### config.mk
export PLATFORM = sky130hd
export DESIGN_NAME = prime_search
export DESIGN_NICKNAME = d
export VERILOG_FILES = /design/src/rtl/prime_search.sv
export SDC_FILE = /design/constraint.sdc
export NUM_CORES = 1
export LEC_CHECK = 0
export BUFFER_PORTS_ARGS = -buffer_cell sky130_fd_sc_hd__buf_2
export CORE_MARGIN = 2
export CORE_UTILIZATION = 35
export DETAILED_ROUTE_END_ITERATION = 7
export GPL_TIMING_DRIVEN = 1
export PLACE_DENSITY = 0.67
export SLEW_MARGIN = 20
export SYNTH_ARGS = -nofsm -noshare
export SYNTH_HDL_FRONTEND = slang
export SYNTH_SLANG_ARGS = --single-unit
### constraint.sdc
create_clock -name clk -period 4.3 [get_ports clk]
set_input_delay 0.86 -clock clk [delete_from_list [all_inputs] [get_ports clk]]
set_output_delay 0.86 -clock clk [all_outputs]
set_load 0.01 [all_outputs]
### src/rtl/prime_search.sv
// Trial-division prime finder: walks candidates upward from a start value and
// drives an external divrem unit one division at a time until a prime is found.
module prime_search #(
    parameter int WIDTH_LOG = 4,
    localparam int W = 1 << WIDTH_LOG
) (
    input  logic         clk,
    input  logic         rst,
    input  logic         go,
    input  logic [W-1:0] start,
    output logic         ready,
    output logic         error,
    output logic [W-1:0] prime,
    output logic [W-1:0] count,
    output logic         div_go,
    output logic [W-1:0] div_num,
    output logic [W-1:0] div_den,
    input  logic         div_ready,
    input  logic         div_error,
    input  logic [W-1:0] div_quot,
    input  logic [W-1:0] div_rem
);

    typedef enum logic [1:0] {
        ST_IDLE  = 2'd0,
        ST_ISSUE = 2'd1,
        ST_SENT  = 2'd2,
        ST_WAIT  = 2'd3
    } state_t;

    localparam logic [W-1:0] ALL_ONES = {W{1'b1}};
    localparam logic [W-1:0] TWO      = W'(2);

    state_t       state_q, state_d;
    logic [W-1:0] c_q, c_d;
    logic [W-1:0] d_q, d_d;
    logic         ready_q, ready_d;
    logic         error_q, error_d;
    logic [W-1:0] prime_q, prime_d;
    logic [W-1:0] count_q, count_d;
    logic         div_go_q, div_go_d;
    logic [W-1:0] div_num_q, div_num_d;
    logic [W-1:0] div_den_q, div_den_d;

    function automatic logic [W-1:0] sat_inc(input logic [W-1:0] v);
        if (v == ALL_ONES) begin
            return v;
        end else begin
            return v + W'(1);
        end
    endfunction

    // Next-state and output computation for the search sequencer.
    always_comb begin
        state_d   = state_q;
        c_d       = c_q;
        d_d       = d_q;
        ready_d   = ready_q;
        error_d   = error_q;
        prime_d   = prime_q;
        count_d   = count_q;
        div_go_d  = 1'b0;
        div_num_d = div_num_q;
        div_den_d = div_den_q;

        case (state_q)
            ST_IDLE: begin
                if (go) begin
                    c_d     = (start < TWO) ? TWO : start;
                    d_d     = TWO;
                    count_d = '0;
                    ready_d = 1'b0;
                    error_d = 1'b0;
                    state_d = ST_ISSUE;
                end else begin
                    state_d = ST_IDLE;
                end
            end
            ST_ISSUE: begin
                if (div_ready) begin
                    div_go_d  = 1'b1;
                    div_num_d = c_q;
                    div_den_d = d_q;
                    count_d   = sat_inc(count_q);
                    state_d   = ST_SENT;
                end else begin
                    state_d = ST_ISSUE;
                end
            end
            ST_SENT: begin
                // divrem drops ready on this edge, so WAIT never sees a stale one
                div_go_d = 1'b0;
                state_d  = ST_WAIT;
            end
            ST_WAIT: begin
                if (div_ready) begin
                    if (div_error) begin
                        error_d = 1'b1;
                        prime_d = '0;
                        ready_d = 1'b1;
                        state_d = ST_IDLE;
                    end else if (div_quot < d_q) begin
                        // quot < d with nonzero rem means d*d > c: no divisor left
                        prime_d = c_q;
                        ready_d = 1'b1;
                        state_d = ST_IDLE;
                    end else if (div_rem == '0) begin
                        if (c_q == ALL_ONES) begin
                            error_d = 1'b1;
                            prime_d = '0;
                            ready_d = 1'b1;
                            state_d = ST_IDLE;
                        end else begin
                            c_d     = c_q + W'(1);
                            d_d     = TWO;
                            state_d = ST_ISSUE;
                        end
                    end else begin
                        d_d     = d_q + W'(1);
                        state_d = ST_ISSUE;
                    end
                end else begin
                    state_d = ST_WAIT;
                end
            end
            default: begin
                state_d = ST_IDLE;
            end
        endcase
    end

    // State and output registers.
    always_ff @(posedge clk or negedge rst) begin
        if (!rst) begin
            state_q   <= ST_IDLE;
            c_q       <= '0;
            d_q       <= '0;
            ready_q   <= 1'b1;
            error_q   <= 1'b0;
            prime_q   <= '0;
            count_q   <= '0;
            div_go_q  <= 1'b0;
            div_num_q <= '0;
            div_den_q <= '0;
        end else begin
            state_q   <= state_d;
            c_q       <= c_d;
            d_q       <= d_d;
            ready_q   <= ready_d;
            error_q   <= error_d;
            prime_q   <= prime_d;
            count_q   <= count_d;
            div_go_q  <= div_go_d;
            div_num_q <= div_num_d;
            div_den_q <= div_den_d;
        end
    end

    assign ready   = ready_q;
    assign error   = error_q;
    assign prime   = prime_q;
    assign count   = count_q;
    assign div_go  = div_go_q;
    assign div_num = div_num_q;
    assign div_den = div_den_q;

endmodule

==> results.yml <==
die:
  io_pins: 120
  row_count: 45
  die-width_um: 128.1
  coreArea_mm2: 0.01515
  initial_core_util_pct: 35.58
  die_area_mm2: 0.01641
  die_h_um: 128.1
power:
  peakVddDrop_mv: 0.2449
  leakage_uw: 0.002919
  p_per_area_mw_per_mm2: 525.1
yosys:
  synth_cell_types: 61
  synthCells: 547
  syn_area_per_cell_um2: 9.852
  yosysSeqAreaShare_pct: 46.92
  synth-seq-cells: 101
  syn_nets: 618
  synth_ff_type: "dfrtp_1"
  synth_edf_count: 0
  yosys_warnings: 0
  synthArstFlopShare_pct: 100.0
  syn_area_mm2: 0.005389
placed_design:
  io_buffer_count: 119
  place_congestion: 0.8308
  post-place-ws_ns: 0.8043
  dp_hpwl_um: 10090
route:
  drc: 0
  dr.pass1.iters: 4
  drt_iter0_drc: 417
  via_count: 4558
  wl_per_cell_um: 16.45
  vias_per_cell: 5.369
  drtAntennaViolNets: 0
  wl_um: 13970
sta:
  finalHoldViolCount: 0
  setup_viol: 0
  fin_crit_ns: 3.160
  fmax_mhz: 316.5
  rsz0062_at_grt: "no"
  slew_headroom_pct: 28.23
  fin_ws_ns: 1.140
  worst_pin_slew_ns: 1.065
  final_min_period_over_clock_period_pct: 73.48
  drv_slew: 0
  clock-skew-final_ns: 0.008740
  hold_slack_ns: 0.3916
  final.setup.tns_ns: 0
global_routing:
  grt_pass1_wl_um: 22290
  antenna_found_initial: 0
  grt_pass1_vias: 4214
  grt_overflow: 0
  grt_start_max_net_pins: 76
  track_usage_pct: 17.26
clocking:
  cts_tree: "built"
  insertion_delay_ns: 0.35
  clk_pin_slew_worst_paths_ns: 0.07
  cts_setup_buffers: 0
  root_buffer: "clkbuf_16"
  cts.repair.resized: 0
  cts-htree-levels: 3
  hold_buffers: 0
  clock_path_buffers: 2
  cts_buffers: 9
  clock_sinks: 101
worst_setup_path:
  path_buf_inv: 1
  worstSetupStartpointType: "input port"
  path_max_fanout: 16
  worst-endpoint-required_ns: 4.58
  critPathCaptureType: "register"
  cp_slowest_cell: "nor2_2"
  worstPathCellList: "buf_2 > ha_1 > o21a_1 > o21ai_0 > o311a_1 > nand2_1 > nor2_2 > a22o_1"
  critical_path_class: "in2reg"
  arrival_ns: 3.44
  cp_top_family: "compound AO/OA/AOI/OAI gates"
  slowest_delay_ns: 0.65
  r2r_slack_ns: 1.20
final_layout:
  final_common_cell: "buf_2"
  final_layout_size_suffix_gt1_share_pct: 26.93
  area_delta_synth_final_pct: 19.94
  fill_cells: 1491
  regArea_mm2: 0.002529
  multi_input_area_mm2: 0.002609
  mostFrequentLayoutCells: "buf_2, dfrtp_1, nand2_1"
  fin_util_pct: 42.68
  final_nets: 727
  diodes: 0
hold_path:
  hold_path_class: "in2async"
run:
  maxCapViolCount: 0
run_status:
  outcome: "complete, no violations"
## Yosys cell counts (4+ instances only)
cell / n / area, µm²
o21ai_1: 9 / 45.04
a311oi_1: 4 / 35.03
mux2_2: 14 / 157.7
a22o_1: 16 / 140.1
clkbuf_1: 19 / 71.32
nand3_1: 28 / 140.1
and3_1: 6 / 37.54
o21a_1: 4 / 30.03
o31ai_4: 6 / 127.6
a21oi_1: 25 / 125.1
a211oi_1: 7 / 52.55
dfrtp_1: 100 / 2502
and4_1: 6 / 52.55
o21ai_0: 43 / 215.2
and2_1: 5 / 31.28
xnor2_1: 11 / 96.34
a2bb2oi_1: 4 / 35.03
buf_2: 6 / 30.03
nand4_1: 10 / 62.56
nor3_1: 8 / 40.04
ha_1: 18 / 225.2
inv_1: 32 / 120.1
nor4_1: 11 / 68.82
nand2_1: 55 / 206.5
nor2b_1: 4 / 25.02
nor2_1: 42 / 157.7
## path summary, 6_finish.rpt
check / from / end / depth (start not counted)
max: div_quot[2] / prime[15] / 8
min: rst / div_den[12] / 1
max reg2reg: d_q[2] / prime[15] / 8
min reg2reg: ready / ready / 2
max in group asynchronous: rst / d_q[8] / 2
min in group clk: ready / ready / 2
## state kept, by name, summed over array words and instances, names as in the netlist
register	flops
error	1
prime	16
c_q	16
state_q	2
div_go	1
count	16
div_den	16
ready	1
d_q	16
div_num	16
## cells by family (layout without fill, tap and decap cells)
kind of cell    after synthesis  in the layout  synth area share, %
fa+ha+maj                    18             18                4.179
buf+inv                      60            174                4.760
compound gates              154            154                22.24
simple gates                189            189                17.18
flops                       101            101                46.92
mux                          14             14                2.925
xor+xnor                     11             11                1.788
## cell type report
cell class	count	share of cell area [%]
clock buffer	9	3.484
clock inverter	7	1.161
inverter	32	1.858
multi-input combinational	386	40.36
sequential	101	39.12
tap	188	3.639
timing repair buffer	126	10.38
## power by group
group,leakage (µW),internal [µW],switching [µW],total [µW]
Clock,0.000138,453,377,830
Sequential,0.00132,1200,253,1450
Combinational,0.00146,471,643,1110
## layer usage
layer / share of wire [%] / vias up / routed length (µm) / GRT usage, %
li1: - / 2217 / - / -
met1: 48 / 2199 / 6718 / 25.07
met2: 45 / 129 / 6299 / 26.08
met3: 5.4 / 13 / 750 / 3.088
met4: 1.4 / 0 / 202 / 5.624
met5: 0 / - / 0 / 0
## stage by stage
stage	instances	area (µm²)	power, µW
global route	849	6464	3625
detailed placement	832	6136	2588
finish	849	6464	3394
global placement	832	6136	2571
floorplan	547	5389	2173
CTS	848	6436	3430
No activity file was read; power rests on OpenSTA's default activity.
